[src/rtl/rpn_stack_engine.sv]
// rtl/rpn_stack_engine.sv - RPN operand stack with registered TOS, array-backed lower entries and ALU
module rpn_stack_engine #(
    parameter int WIDTH = 8,
    parameter int DEPTH = 8,
    parameter int CW    = $clog2(DEPTH + 1)
) (
    input  logic             CLOCK_50,
    input  logic             reset,
    input  logic             cmd_valid,
    input  logic [2:0]       cmd,
    input  logic [WIDTH-1:0] data_in,
    output logic             busy,
    output logic             done,
    output logic [WIDTH-1:0] tos,
    output logic [CW-1:0]    count,
    output logic             carry,
    output logic             overflow,
    output logic             underflow
);

    localparam int AW = (DEPTH > 2) ? $clog2(DEPTH - 1) : 1;
    localparam logic [CW-1:0] FULL = CW'(DEPTH);
    localparam logic [CW-1:0] ONE  = CW'(1);
    localparam logic [CW-1:0] TWO  = CW'(2);

    localparam logic [2:0] OP_PUSH  = 3'b000;
    localparam logic [2:0] OP_POP   = 3'b001;
    localparam logic [2:0] OP_ADD   = 3'b010;
    localparam logic [2:0] OP_SUB   = 3'b011;
    localparam logic [2:0] OP_MUL   = 3'b100;
    localparam logic [2:0] OP_DUP   = 3'b101;
    localparam logic [2:0] OP_SWAP  = 3'b110;
    localparam logic [2:0] OP_CLEAR = 3'b111;

    typedef enum logic [1:0] {S_IDLE, S_READ, S_EXEC, S_WRITE} state_t;

    state_t             r_state;
    logic [2:0]         r_op;
    logic [WIDTH-1:0]   r_tos;
    logic [WIDTH-1:0]   r_old_tos;
    logic [CW-1:0]      r_count;
    logic               r_carry;
    logic               r_overflow;
    logic               r_underflow;
    logic               r_done;
    logic [WIDTH-1:0]   r_mem [DEPTH-1];
    logic [WIDTH-1:0]   r_rd_data;

    logic               w_accept;
    logic               w_spill;
    logic               w_we;
    logic [AW-1:0]      w_addr;
    logic [WIDTH-1:0]   w_wdata;
    logic [WIDTH:0]     w_sum;
    logic [WIDTH:0]     w_diff;
    logic [2*WIDTH-1:0] w_prod;

    assign w_accept = cmd_valid && (r_state == S_IDLE);
    // PUSH/DUP push the current TOS down into the array when they succeed
    assign w_spill  = w_accept && (r_count != FULL) && (r_count != '0)
                      && ((cmd == OP_PUSH) || (cmd == OP_DUP));
    assign w_we     = w_spill || (r_state == S_WRITE);
    assign w_addr   = (r_state == S_IDLE) ? AW'(r_count - ONE) : AW'(r_count - TWO);
    assign w_wdata  = (r_state == S_WRITE) ? r_old_tos : r_tos;

    assign w_sum  = {1'b0, r_rd_data} + {1'b0, r_tos};
    assign w_diff = {1'b0, r_rd_data} - {1'b0, r_tos};
    assign w_prod = {{WIDTH{1'b0}}, r_rd_data} * {{WIDTH{1'b0}}, r_tos};

    assign busy      = (r_state != S_IDLE);
    assign done      = r_done;
    assign tos       = r_tos;
    assign count     = r_count;
    assign carry     = r_carry;
    assign overflow  = r_overflow;
    assign underflow = r_underflow;

    // Single-port array: one shared address, synchronous read, write when enabled
    always_ff @(posedge CLOCK_50) begin
        if (w_we) begin
            r_mem[w_addr] <= w_wdata;
        end
        r_rd_data <= r_mem[w_addr];
    end

    // Command FSM: accepts in idle, sequences NOS read, compute and SWAP writeback
    always_ff @(posedge CLOCK_50) begin
        if (reset) begin
            r_state     <= S_IDLE;
            r_op        <= OP_PUSH;
            r_tos       <= '0;
            r_old_tos   <= '0;
            r_count     <= '0;
            r_carry     <= 1'b0;
            r_overflow  <= 1'b0;
            r_underflow <= 1'b0;
            r_done      <= 1'b0;
        end else begin
            r_done <= 1'b0;
            case (r_state)
                S_IDLE: begin
                    if (cmd_valid) begin
                        r_op <= cmd;
                        case (cmd)
                            OP_PUSH: begin
                                r_done <= 1'b1;
                                if (r_count == FULL) begin
                                    r_overflow <= 1'b1;
                                end else begin
                                    r_tos   <= data_in;
                                    r_count <= r_count + ONE;
                                end
                            end
                            OP_DUP: begin
                                r_done <= 1'b1;
                                if (r_count == '0) begin
                                    r_underflow <= 1'b1;
                                end else if (r_count == FULL) begin
                                    r_overflow <= 1'b1;
                                end else begin
                                    r_count <= r_count + ONE;
                                end
                            end
                            OP_CLEAR: begin
                                r_done      <= 1'b1;
                                r_count     <= '0;
                                r_tos       <= '0;
                                r_carry     <= 1'b0;
                                r_overflow  <= 1'b0;
                                r_underflow <= 1'b0;
                            end
                            OP_POP: begin
                                if (r_count == '0) begin
                                    r_underflow <= 1'b1;
                                    r_done      <= 1'b1;
                                end else begin
                                    r_state <= S_READ;
                                end
                            end
                            default: begin
                                if (r_count < TWO) begin
                                    r_underflow <= 1'b1;
                                    r_done      <= 1'b1;
                                end else begin
                                    r_state <= S_READ;
                                end
                            end
                        endcase
                    end
                end
                S_READ: begin
                    r_state <= S_EXEC;
                end
                S_EXEC: begin
                    r_state <= S_IDLE;
                    r_done  <= 1'b1;
                    case (r_op)
                        OP_POP: begin
                            r_tos   <= (r_count == ONE) ? '0 : r_rd_data;
                            r_count <= r_count - ONE;
                        end
                        OP_ADD: begin
                            r_tos   <= w_sum[WIDTH-1:0];
                            r_carry <= w_sum[WIDTH];
                            r_count <= r_count - ONE;
                        end
                        OP_SUB: begin
                            r_tos   <= w_diff[WIDTH-1:0];
                            r_carry <= w_diff[WIDTH];
                            r_count <= r_count - ONE;
                        end
                        OP_MUL: begin
                            r_tos   <= w_prod[WIDTH-1:0];
                            r_carry <= (w_prod[2*WIDTH-1:WIDTH] != '0);
                            r_count <= r_count - ONE;
                        end
                        default: begin
                            r_tos     <= r_rd_data;
                            r_old_tos <= r_tos;
                            r_state   <= S_WRITE;
                            r_done    <= 1'b0;
                        end
                    endcase
                end
                default: begin
                    r_state <= S_IDLE;
                    r_done  <= 1'b1;
                end
            endcase
        end
    end

endmodule

[config.mk]
export PLATFORM = sky130hd
export DESIGN_NAME = rpn_stack_engine
export DESIGN_NICKNAME = d
export VERILOG_FILES = /design/src/rtl/rpn_stack_engine.sv
export SDC_FILE = /design/constraint.sdc
export NUM_CORES = 1
export LEC_CHECK = 0
export ABC_AREA = 1
export BUFFER_PORTS_ARGS = -buffer_cell sky130_fd_sc_hd__buf_4
export CORE_MARGIN = 8
export CORE_UTILIZATION = 30
export CTS_BUF_LIST = sky130_fd_sc_hd__clkbuf_16
export DETAILED_ROUTE_END_ITERATION = 8
export GPL_TIMING_DRIVEN = 1
export PLACE_DENSITY_LB_ADDON = 0.2
export SETUP_SLACK_MARGIN = 0.4
export SLEW_MARGIN = 5
export SYNTH_ARGS = -nofsm -noshare
export SYNTH_HDL_FRONTEND = slang
export SYNTH_SLANG_ARGS = --single-unit
export TNS_END_PERCENT = 100
[constraint.sdc]
create_clock -name CLOCK_50 -period 9.7 [get_ports CLOCK_50]
set_input_delay 1.94 -clock CLOCK_50 [delete_from_list [all_inputs] [get_ports CLOCK_50]]
set_output_delay 1.94 -clock CLOCK_50 [all_outputs]
set_load 0.05 [all_outputs]
==> flow_metrics.tcl, run 1 <==
set metrics [dict create \
    cts.sink_count 93 \
    setup_repair_after_global_routing_missed_its_margin "false" \
    detailedRoute.firstPassIterationCount 5 \
    initial_utilization_pct 30.5 \
    grt_antenna_before_repair 0 \
    path_class "register to register" \
    worstSkewPairLatency_ns 0.35 \
    clock_tree.root_cell "sky130_fd_sc_hd__clkbuf_16" \
    drc 0 \
    ys_ff_latch 93 \
    leakage_nw 3.86 \
    post_synthesis_async_set_or_reset_flop_share_pct 0 \
    holdWs_ns 0.456 \
    setup_viol_count_final 0 \
    num_rows 56 \
    synth_most_common_cell "sky130_fd_sc_hd__nand2_1" \
    place.detailed.hpwl_microns 14800 \
    worst-r2r-setup-slack_ns 5.02 \
    power.switching_mw 1.49 \
    worstSetupEndpoint "carry" \
    cts_repair_resize_count 0 \
    vias 5779 \
    yosys.area.top_type "sky130_fd_sc_hd__edfxtp_1" \
    grt_start_max_net_pins 22 \
    synth_ff_type "sky130_fd_sc_hd__edfxtp_1" \
    min_path_type "register to register" \
    period_minus_slack_ns 4.68 \
    clockBufferDepth 2 \
    max-cap-violations 0 \
    post_synth.cell_area_avg_sq_um 7.87 \
    critical_path.reg2reg.endpoint "carry" \
    postCtsHoldBufs 0 \
    finish.cell_count_without_fillers 1251 \
    register_area_sq_um 2420 \
    clk_pin_slew_worst_paths_ns 0.08 \
    finalPower_mw 2.77 \
    io-pin-count 31 \
    netlist-cell-type-count 45 \
    ir_drop_mv 0.198 \
    cts_htree_levels 3 \
    share_of_synthesized_area_occupied_by_flip_flops_and_latches_pct 33.9 \
    synth_edf_count 56 \
    logic_pwr_share_pct 63.1 \
    wl_per_cell_microns 15.0 \
    tritoncts.num_buffers 9 \
    timing.final.hold_violations 0 \
    numPlacedInstances 1235 \
    final.setup.tns_ns 0 \
    drt-vias-per-instance 4.62 \
    grt_pass1_wl_microns 31100 \
    ant_nets 0 \
    first_global_vias 5790 \
    syn-num-nets 1018 \
    p_sw_share_pct 53.6 \
    global_route.overflow_total 0 \
    cp_max_fo 12 \
    io_buffers 30 \
    cts_setup_buffers 0 \
    final_layout_size_suffix_gt1_share_pct 8.15 \
    flow.area_growth_from_synthesis_pct 11.6 \
    synth_top_cells_by_count "sky130_fd_sc_hd__nand2_1, sky130_fd_sc_hd__inv_1, sky130_fd_sc_hd__ha_1" \
    area_occupied_by_multi_input_gates_sq_um 3920 \
    run_status "completed" \
    die_height_microns 170 \
    arrival_ns 4.92 \
    syn-cell-area_sq_um 7140 \
    nFillCells 2590 \
    yosys-top-cells-area "sky130_fd_sc_hd__edfxtp_1, sky130_fd_sc_hd__nand2_1, sky130_fd_sc_hd__fa_1" \
    drt_wirelength_microns 18700 \
    critPathLaunch "r_rd_data[1]" \
    iteration_0_drc_markers 398 \
    fin_crit_share_pct 48.3 \
    core_region_area_sq_um 23400 \
    total_power_per_unit_cell_area_nw_per_um2 348 \
    grt_usage_pct 13.6 \
    reg2regPathDepth 22 \
    nets 1038 \
    cellInternalPower_mw 1.29 \
    endpoint_kind "register" \
    number_of_diodes_added_for_antenna_fixing 0 \
    power_frac_seq_pct 24.7 \
    worst_setup_path_start_kind "register" \
    chipWidth_microns 170 \
    global_placement_routability_congestion 0.826 \
    synthesized_netlist_cell_count 907 \
    clkPwrFrac_pct 12.3 \
    clock_tree_skew_after_final_layout_ns 0.0107 \
    synthesis.yosys.warnings 0 \
    rr_startpoint "r_rd_data[1]" \
    drv_slew 0 \
    synthDominantCellAreaShare_pct 23.5 \
    maxSlewHeadroom_pct 42.6 \
    critical_path_required_ns 9.93 \
    max_freq_mhz 214 \
    floorplan.die_area_sq_um 29000 \
    tritoncts "done" \
    max_slew.worst_pin.slew_ns 0.857 \
]
==> sequential cells by signal, summed over array words and instances (netlist names) <==
name / count
carry: 1
count: 4
overflow: 1
r_old_tos: 8
done: 1
tos: 8
r_op: 3
r_mem: 56
r_rd_data: 8
underflow: 1
r_state: 2
==> critical path, stage by stage (launching register included) <==
cell	delay [ns]
sky130_fd_sc_hd__dfxtp_1	0.69
sky130_fd_sc_hd__nand2_1	0.15
sky130_fd_sc_hd__fa_1	0.51
sky130_fd_sc_hd__fa_1	0.55
sky130_fd_sc_hd__inv_1	0.06
sky130_fd_sc_hd__fa_1	0.52
sky130_fd_sc_hd__inv_1	0.05
sky130_fd_sc_hd__fa_1	0.52
sky130_fd_sc_hd__inv_1	0.04
sky130_fd_sc_hd__ha_1	0.35
sky130_fd_sc_hd__nand2_1	0.11
sky130_fd_sc_hd__nor2_1	0.14
sky130_fd_sc_hd__nand3_1	0.11
sky130_fd_sc_hd__nand2_1	0.09
sky130_fd_sc_hd__nand2_1	0.05
sky130_fd_sc_hd__nand2_1	0.07
sky130_fd_sc_hd__nand3_1	0.07
sky130_fd_sc_hd__nor2_1	0.10
sky130_fd_sc_hd__nand3_1	0.13
sky130_fd_sc_hd__nand2_1	0.09
sky130_fd_sc_hd__nand2_1	0.06
sky130_fd_sc_hd__nand2_1	0.05
sky130_fd_sc_hd__a21oi_1	0.05
==> cells by family after synthesis <==
logic type                 synth area share [%]
adders and majority gates                  21.0
xor gates and xnor gates                  0.613
and+or+nand+nor                            22.6
DFF                                        33.9
buffers and inverters                      11.2
AOI/OAI and AO/OA                          10.7
==> how the worst min path moves through the flow <==
stage / startpoint / cells after the start / end / slack (ns)
2_1_floorplan: r_mem[4][4] / 2 / r_rd_data[4] / 0.42
3_3_place_gp: underflow / 2 / underflow / 0.45
3_5_place_dp: r_old_tos[0] / 2 / r_old_tos[0] / 0.45
4_1_cts: r_old_tos[0] / 2 / r_old_tos[0] / 0.46
5_1_grt: r_mem[3][5] / 1 / r_rd_data[5] / 0.48
6_report: r_old_tos[0] / 2 / r_old_tos[0] / 0.46
==> cell usage in the layout (no fill, tap or decap), drive strengths merged <==
cell     netlist  layout
o21bai         1       1
xor2           3       3
a21o           1       1
a22o           5       5
clkinv         1       2
a211o          3       3
nor3           7       7
ha            59      59
clkbuf        21       9
a221oi        10      10
nor2          49      49
a21oi         46      46
o2111a         1       1
dfxtp         37      37
a31oi          2       2
o21ai         47      47
o2111ai        1       1
nand3         49      49
o21ba          1       1
nand4         19      19
inv          183     189
a41oi          1       1
a22oi          1       1
xnor2          2       2
edfxtp        56      56
buf            4      34
nor4           3       3
o22ai          1       1
fa            38      38
a211oi         3       3
nand2        245     245
or2            3       3
nand3b         3       3
o221ai         1       1
==> final cells by class <==
| cell class | count | share of cell area, % |
|---|---|---|
| clock inverters | 7 | 0.691 |
| inverters | 184 | 8.69 |
| flip-flops and latches | 93 | 30.4 |
| clock buffers | 9 | 2.82 |
| well taps | 319 | 5.01 |
| repair buffers | 34 | 3.20 |
| multi-input cells | 605 | 49.2 |
==> power by group through the flow <==
stage	registers (mW)	clock network, mW	logic, mW
2_1_floorplan	0.666	0	1.30
3_3_place_gp	0.692	0	1.78
3_5_place_dp	0.695	0	1.75
4_1_cts	0.686	0.351	1.77
5_1_grt	0.702	0.366	2.00
6_report	0.684	0.340	1.75
==> per-stage QoR <==
step	instance area, sq um	utilization, %	worst slack [ns]
5_1_grt	7970	34.1	4.64
3_5_place_dp	7690	32.9	4.98
3_3_place_gp	7690	32.9	5.00
6_report	7970	34.1	5.02
4_1_cts	7970	34.1	4.97
2_1_floorplan	7140	-	5.14
==> layer usage <==
layer | vias up | track usage, % | part of all wire [%]
li1 | 2956 | - | -
met2 | 112 | 22.3 | 46
met4 | 0 | 3.70 | 1.7
met5 | - | 0 | 0
met3 | 18 | 2.20 | 3.3
met1 | 2693 | 18.2 | 49
(Power assumes the default switching activity.)
==> run 2, diff against run 1 <==
--- a/config.mk
+++ b/config.mk
@@ -5,7 +5,7 @@
 export SDC_FILE = /design/constraint.sdc
 export NUM_CORES = 1
 export LEC_CHECK = 0
-export ABC_AREA = 1
+export ABC_AREA = 0
 export BUFFER_PORTS_ARGS = -buffer_cell sky130_fd_sc_hd__buf_4
 export CORE_MARGIN = 8
 export CORE_UTILIZATION = 30
==> constraint.sdc (replaced) <==
create_clock -name CLOCK_50 -period 4.8 [get_ports CLOCK_50]
set_input_delay 0.96 -clock CLOCK_50 [delete_from_list [all_inputs] [get_ports CLOCK_50]]
set_output_delay 0.96 -clock CLOCK_50 [all_outputs]
set_load 0.05 [all_outputs]
==> run 2 against run 1 <==
Against the previous run:
- total power is 5.4% higher
- sequential share of layout area down 0.25 points
- critical path depth is 4 lower
- non-clock buffer count is 34 higher
- setup slack lost 4.5 ns
- sequential power increased by 45%
- cell count is 12% lower
- clock power up 110%
- largest cell class unchanged
- largest power group unchanged
==> flow_metrics.tcl, run 2 <==
set metrics [dict create \
    yosys-top-cells-area "sky130_fd_sc_hd__edfxtp_1, sky130_fd_sc_hd__fa_1, sky130_fd_sc_hd__dfxtp_1" \
    leakage_nw 3.29 \
    critPathLaunch "tos[3]" \
    finish.cell_count_without_fillers 1101 \
    yosys.area.top_type "sky130_fd_sc_hd__edfxtp_1" \
    max_flop_register "r_mem" \
    cellInternalPower_mw 1.77 \
    clkPwrFrac_pct 24.0 \
    grt_antenna_before_repair 0 \
    core_region_area_sq_um 23300 \
    share_of_synthesized_area_occupied_by_flip_flops_and_latches_pct 34.4 \
    synthesis.yosys.warnings 0 \
    clockBufferDepth 2 \
    clk_pin_slew_worst_paths_ns 0.08 \
    power_frac_seq_pct 34.0 \
    delay_heaviest_family_cp "adder cells" \
    met1Wirelength_microns 9430 \
    grt_usage_pct 13.5 \
    routed.top_layer "met4" \
    length_of_routed_met3_wiring_microns 547 \
    io_buffers 30 \
    cts.sink_count 93 \
    clock_tree.root_cell "sky130_fd_sc_hd__clkbuf_16" \
    post_synth.cell_area_avg_sq_um 9.62 \
    floorplan.die_area_sq_um 28600 \
    postLayoutCoreUtil_pct 35.0 \
    ir_drop_mv 0.179 \
    drt-vias-per-instance 4.85 \
    largest_register_ff_count 56 \
    max_freq_mhz 234 \
    max-cap-violations 0 \
    synth_top_cells_by_count "sky130_fd_sc_hd__nand2_1, sky130_fd_sc_hd__inv_1, sky130_fd_sc_hd__ha_1" \
    cp_max_fo 5 \
    power.switching_mw 1.16 \
    num_rows 56 \
    logic_pwr_share_pct 42.0 \
    post_synthesis_async_set_or_reset_flop_share_pct 0 \
    initial_utilization_pct 30.3 \
    syn-num-nets 843 \
    clock_tree_skew_after_final_layout_ns 0.0131 \
    drt_wirelength_microns 19100 \
    synth-compound-area-share_pct 15.9 \
    netlist-cell-type-count 71 \
    max_slew.worst_pin.slew_ns 1.05 \
    cts_htree_levels 3 \
    rr_startpoint "tos[3]" \
    flow.area_growth_from_synthesis_pct 15.8 \
    timing.final.hold_violations 0 \
    tritoncts.num_buffers 9 \
    final_layout_size_suffix_gt1_share_pct 18.7 \
    synth_ff_type "sky130_fd_sc_hd__edfxtp_1" \
    final.setup.tns_ns 0 \
    min_path_type "register to register" \
    synth-xor-area-share_pct 1.62 \
    place.detailed.hpwl_microns 14500 \
    met2_wire_length_microns 8730 \
    max_incr_delay_on_cp_ns 0.52 \
    synth_edf_count 56 \
    drv_slew 0 \
    synth_mux_area_share_pct 4.00 \
    maxSlewHeadroom_pct 29.7 \
    synth_top_family_by_area "adder cells" \
    path_class "register to register" \
    detailedRoute.firstPassIterationCount 4 \
    drc 0 \
    tritoncts "done" \
    crit_buf_inv 5 \
    synth_most_common_cell "sky130_fd_sc_hd__nand2_1" \
    cp_slowest_cell "sky130_fd_sc_hd__fa_1" \
    number_of_diodes_added_for_antenna_fixing 0 \
    nets 888 \
    worst_setup_path_start_kind "register" \
    critical_path.cell_chain "buf_6 > and2_4 > fa_1 > inv_1 > fa_1 > inv_1 > fa_1 > inv_1 > fa_1 > inv_1 > ha_4 > o21ai_4 > nor2_2 > nor4b_2 > a311oi_2 > nand3_1 > a211oi_2 > a41oi_1" \
    numPlacedInstances 1069 \
    ant_nets 0 \
    period_minus_slack_ns 4.27 \
    iteration_0_drc_markers 275 \
    syn-cell-area_sq_um 7040 \
    global_placement_routability_congestion 0.842 \
    most_common_cell_after_layout_fill_and_taps_aside "sky130_fd_sc_hd__nand2_1" \
    worstSkewPairLatency_ns 0.35 \
    grt_pass1_wl_microns 30400 \
    fin_crit_share_pct 89.0 \
    chipWidth_microns 169 \
    arrival_ns 4.50 \
    first_global_vias 5364 \
    setup_repair_after_global_routing_missed_its_margin "true" \
    synth-simple-area-share_pct 15.1 \
    synthesized_netlist_cell_count 732 \
    total_power_per_unit_cell_area_nw_per_um2 359 \
    critical_path_required_ns 5.03 \
    endpoint_kind "register" \
    layout.cells.most_common_list "sky130_fd_sc_hd__nand2_1, sky130_fd_sc_hd__inv_1, sky130_fd_sc_hd__buf_4" \
    postCtsHoldBufs 0 \
    run_status "completed" \
    vias 5345 \
    setup_viol_count_final 0 \
    post_synth_fa_ha_maj_area_fraction_pct 21.3 \
    die_height_microns 169 \
    global_route.overflow_total 0 \
    grt_start_max_net_pins 27 \
    ys_ff_latch 93 \
    nFillCells 2395 \
    p_sw_share_pct 39.6 \
    hold_start "r_old_tos[1]" \
    wl_per_cell_microns 17.4 \
    synthDominantCellAreaShare_pct 23.9 \
    io-pin-count 31 \
]
run 2: changes by cell type after synthesis, moves of 8 or more:
| cell | previous run | this run |
|---|---|---|
| sky130_fd_sc_hd__nand3_1 | 48 | 13 |
| sky130_fd_sc_hd__and2_1 | 0 | 32 |
| sky130_fd_sc_hd__nand2b_1 | 0 | 8 |
| sky130_fd_sc_hd__nor2_1 | 47 | 30 |
| sky130_fd_sc_hd__nand4_1 | 19 | 1 |
| sky130_fd_sc_hd__mux2_2 | 0 | 10 |
| sky130_fd_sc_hd__nor3_1 | 5 | 16 |
| sky130_fd_sc_hd__nand2_1 | 242 | 94 |
| sky130_fd_sc_hd__clkbuf_8 | 0 | 8 |
| sky130_fd_sc_hd__a21oi_1 | 46 | 54 |
| sky130_fd_sc_hd__inv_1 | 171 | 80 |
| sky130_fd_sc_hd__a211oi_1 | 3 | 13 |
| sky130_fd_sc_hd__inv_2 | 11 | 0 |
run 2: routing by layer:
| metal | track usage, % | vias to the layer above |
|---|---|---|
| li1 | - | 2645 |
| met1 | 18.7 | 2592 |
| met2 | 21.3 | 80 |
| met3 | 1.54 | 28 |
| met4 | 5.00 | 0 |
| met5 | 0 | - |
run 2: worst paths after layout:
| check | end | slack (ns) | depth (start not counted) |
|---|---|---|---|
| hold / removal | r_old_tos[1] | 0.45 | 2 |
| setup / recovery | carry | 0.53 | 18 |
| hold reg to reg | r_old_tos[1] | 0.45 | 2 |
| setup reg to reg | carry | 0.53 | 18 |
run 2: area by class of cell:
class                      instances  area (sq um)  area share, %
multi-input combinational        525          4190           51.4
sequential                        93          2460           30.1
timing repair buffer              68           514           6.31
tap                              319           399           4.90
inverter                          80           300           3.68
clock buffer                       9           225           2.76
clock inverter                     7          62.6          0.768
run 2: logic make-up (layout without fill, tap and decap cells):
logic type | after synthesis | in the layout
and+or+nand+nor | 221 | 221
AOI/OAI and AO/OA | 175 | 175
buffers and inverters | 114 | 164
adders and majority gates | 97 | 97
DFF | 93 | 93
muxes | 19 | 19
xor gates and xnor gates | 13 | 13
run 2: timing repair:
item | CTS | global route
setup buffers | 0 | 16
pin swaps | 1 | 14
gates resized for setup | 8 | 27
cloned | 0 | 0
setup endpoints to repair | 3 | 2
run 2: power by group through the flow:
stage / Sequential (mW) / Clock, mW / Combinational (mW)
after floorplan: 0.998 / 0 / 0.783
after global placement: 1.01 / 0 / 1.11
after detailed placement: 1.02 / 0 / 1.10
after CTS: 1.00 / 0.720 / 1.11
after global routing: 1.00 / 0.753 / 1.38
final: 0.993 / 0.702 / 1.23
run 2: tightest hold or removal path, cell delays in order, from the launching register on:
cell                      delay [ns]
sky130_fd_sc_hd__dfxtp_1        0.31
sky130_fd_sc_hd__nand2_1        0.05
sky130_fd_sc_hd__a21oi_1        0.05
run 2: per-stage QoR:
stage	hold WS, ns	instance area, sq um	worst slack (ns)	total power, mW
finish	0.455	8150	0.528	2.92
global route	0.483	8150	0.343	3.13
CTS	0.456	7920	0.409	2.83
detailed placement	0.446	7610	0.183	2.12
global placement	0.443	7610	0.237	2.12
floorplan	0.432	7070	0.413	1.78
==> run 3, diff against run 2 <==
==> constraint.sdc (replaced) <==
create_clock -name CLOCK_50 -period 4.7 [get_ports CLOCK_50]
set_input_delay 0.94 -clock CLOCK_50 [delete_from_list [all_inputs] [get_ports CLOCK_50]]
set_output_delay 0.94 -clock CLOCK_50 [all_outputs]
set_load 0.05 [all_outputs]
==> run 3 against run 2 <==
Against the previous run:
- setup slack got worse by 0.044 ns
- clock-buffer cell count stayed put
- combinational power up 8%
- via count is 3.3% higher
- maximum frequency up 1.3%
==> flow_metrics.tcl, run 3 (synthesized netlist as in run 2, its figures left out) <==
set metrics [dict create \
    setup_repair_after_global_routing_missed_its_margin "true" \
    place_area_sq_um 7660 \
    min_path_type "register to register" \
    clock_tree.root_cell "sky130_fd_sc_hd__clkbuf_16" \
    num_rows 56 \
    worst_setup_path_start_kind "register" \
    grt_antenna_before_repair 0 \
    cts_htree_levels 3 \
    largest_register_ff_count 56 \
    grtUsageMet3_pct 1.98 \
    max-cap-violations 0 \
    max_flop_register "r_mem" \
    io-pin-count 31 \
    grt_usage_pct 13.8 \
    clockBufferDepth 2 \
    delay_heaviest_family_cp "adder cells" \
    timing.final.hold_violations 0 \
    setup_viol_count_final 0 \
    worstSkewPairLatency_ns 0.36 \
    cp_slowest_cell "sky130_fd_sc_hd__fa_1" \
    floorplan.die_area_sq_um 28600 \
    drt_wirelength_microns 19600 \
    final_area_sq_um 8350 \
    global_route.overflow_total 0 \
    clk_pin_slew_worst_paths_ns 0.08 \
    iteration_0_drc_markers 350 \
    max_slew.worst_pin.slew_ns 0.688 \
    total_power_per_unit_cell_area_nw_per_um2 370 \
    path_class "register to register" \
    flow.area_growth_from_synthesis_pct 18.6 \
    core_region_area_sq_um 23300 \
    tritoncts "done" \
    grt_pass1_wl_microns 31000 \
    final_layout_size_suffix_gt1_share_pct 21.8 \
    cp_max_fo 6 \
    leakage_nw 3.35 \
    drc 0 \
    global_placement_routability_congestion 0.854 \
    tritoncts.num_buffers 9 \
    max_incr_delay_on_cp_ns 0.55 \
    io_buffers 30 \
    critical_path_required_ns 4.93 \
    place.detailed.hpwl_microns 14400 \
    fin_crit_share_pct 89.7 \
    maxSlewHeadroom_pct 54.1 \
    initial_utilization_pct 30.3 \
    first_global_vias 5499 \
    crit_buf_inv 3 \
    critical_path.cell_chain "buf_4 > and2_1 > fa_1 > inv_1 > fa_1 > fa_1 > fa_1 > inv_1 > ha_4 > o21ai_1 > nand2b_1 > a31oi_4 > nand2_1 > a211oi_2 > a41oi_2" \
    period_minus_slack_ns 4.22 \
    numPlacedInstances 1074 \
    drt-vias-per-instance 4.97 \
    endpoint_kind "register" \
    chipWidth_microns 169 \
    worst-r2r-setup-slack_ns 0.48 \
    number_of_diodes_added_for_antenna_fixing 0 \
    ir_drop_mv 0.177 \
    nets 898 \
    path_common_cell "sky130_fd_sc_hd__fa_1" \
    ant_nets 0 \
    grt_start_max_net_pins 27 \
    vias 5521 \
    cts.sink_count 93 \
    layout.cells.most_common_list "sky130_fd_sc_hd__nand2_1, sky130_fd_sc_hd__inv_1, sky130_fd_sc_hd__buf_4" \
    run_status "completed" \
    clock_tree_skew_after_final_layout_ns 0.0122 \
    grt.met2_usage_pct 22.0 \
    drv_slew 0 \
    detailedRoute.firstPassIterationCount 4 \
    gr-usage-met1_pct 19.1 \
    final.setup.tns_ns 0 \
    die_height_microns 169 \
    most_common_cell_after_layout_fill_and_taps_aside "sky130_fd_sc_hd__nand2_1" \
    grt_busiest_layer "met2" \
    arrival_ns 4.45 \
    finalPower_mw 3.09 \
    max_freq_mhz 237 \
    wl_per_cell_microns 17.7 \
    finish.cell_count_without_fillers 1111 \
]
run 3: routing by layer:
metal | share of wire, % | routed length [microns]
met5 | 0 | 0
met4 | 2.0 | 397
met3 | 3.4 | 665
met2 | 46 | 9060
met1 | 48 | 9490
run 3: worst paths after layout:
path	endpoint	cells past startpoint	from
min reg2reg	r_old_tos[6]	2	r_old_tos[6]
max	carry	15	tos[2]
max reg2reg	carry	15	tos[2]
min	r_old_tos[6]	2	r_old_tos[6]
run 3: worst reg2reg max path, delay by kind of cell, from the launching register on:
family	cells	cell delay (ns)
buffers and inverters	3	0.27
AND/OR/NAND/NOR	3	0.40
flip-flops	1	0.37
adder cells (fa/ha/maj)	5	2.27
AO/OA/AOI/OAI	4	0.77
run 3: report_power, final:
part | total (mW) | internal (mW) | switching, mW
registers | 1.01 | 0.924 | 0.0864
clock network | 0.743 | 0.378 | 0.366
logic | 1.33 | 0.548 | 0.783
run 3: area by class of cell:
type,count,area (sq um)
inverter,80,300
clock buffer,9,225
timing repair buffer,78,588
tap,319,399
multi-input combinational,525,4300
sequential,93,2470
clock inverter,7,75.1
fill,2424,14900
run 3: repair_timing:
| item | in CTS | in global routing |
|---|---|---|
| hold buffers | 0 | 0 |
| resized for setup | 17 | 41 |
| setup buffers | 8 | 13 |
| endpoints found under the setup margin | 3 | 3 |
| cloned | 0 | 0 |
| pin swaps | 5 | 22 |
run 3: per-stage QoR:
step	hold slack, ns	setup slack, ns	util [%]
2_1_floorplan	0.432	0.404	-
3_3_place_gp	0.440	0.0650	32.9
3_5_place_dp	0.446	0.0427	32.9
4_1_cts	0.455	0.405	34.8
5_1_grt	0.484	0.317	35.9
6_report	0.453	0.484	35.9
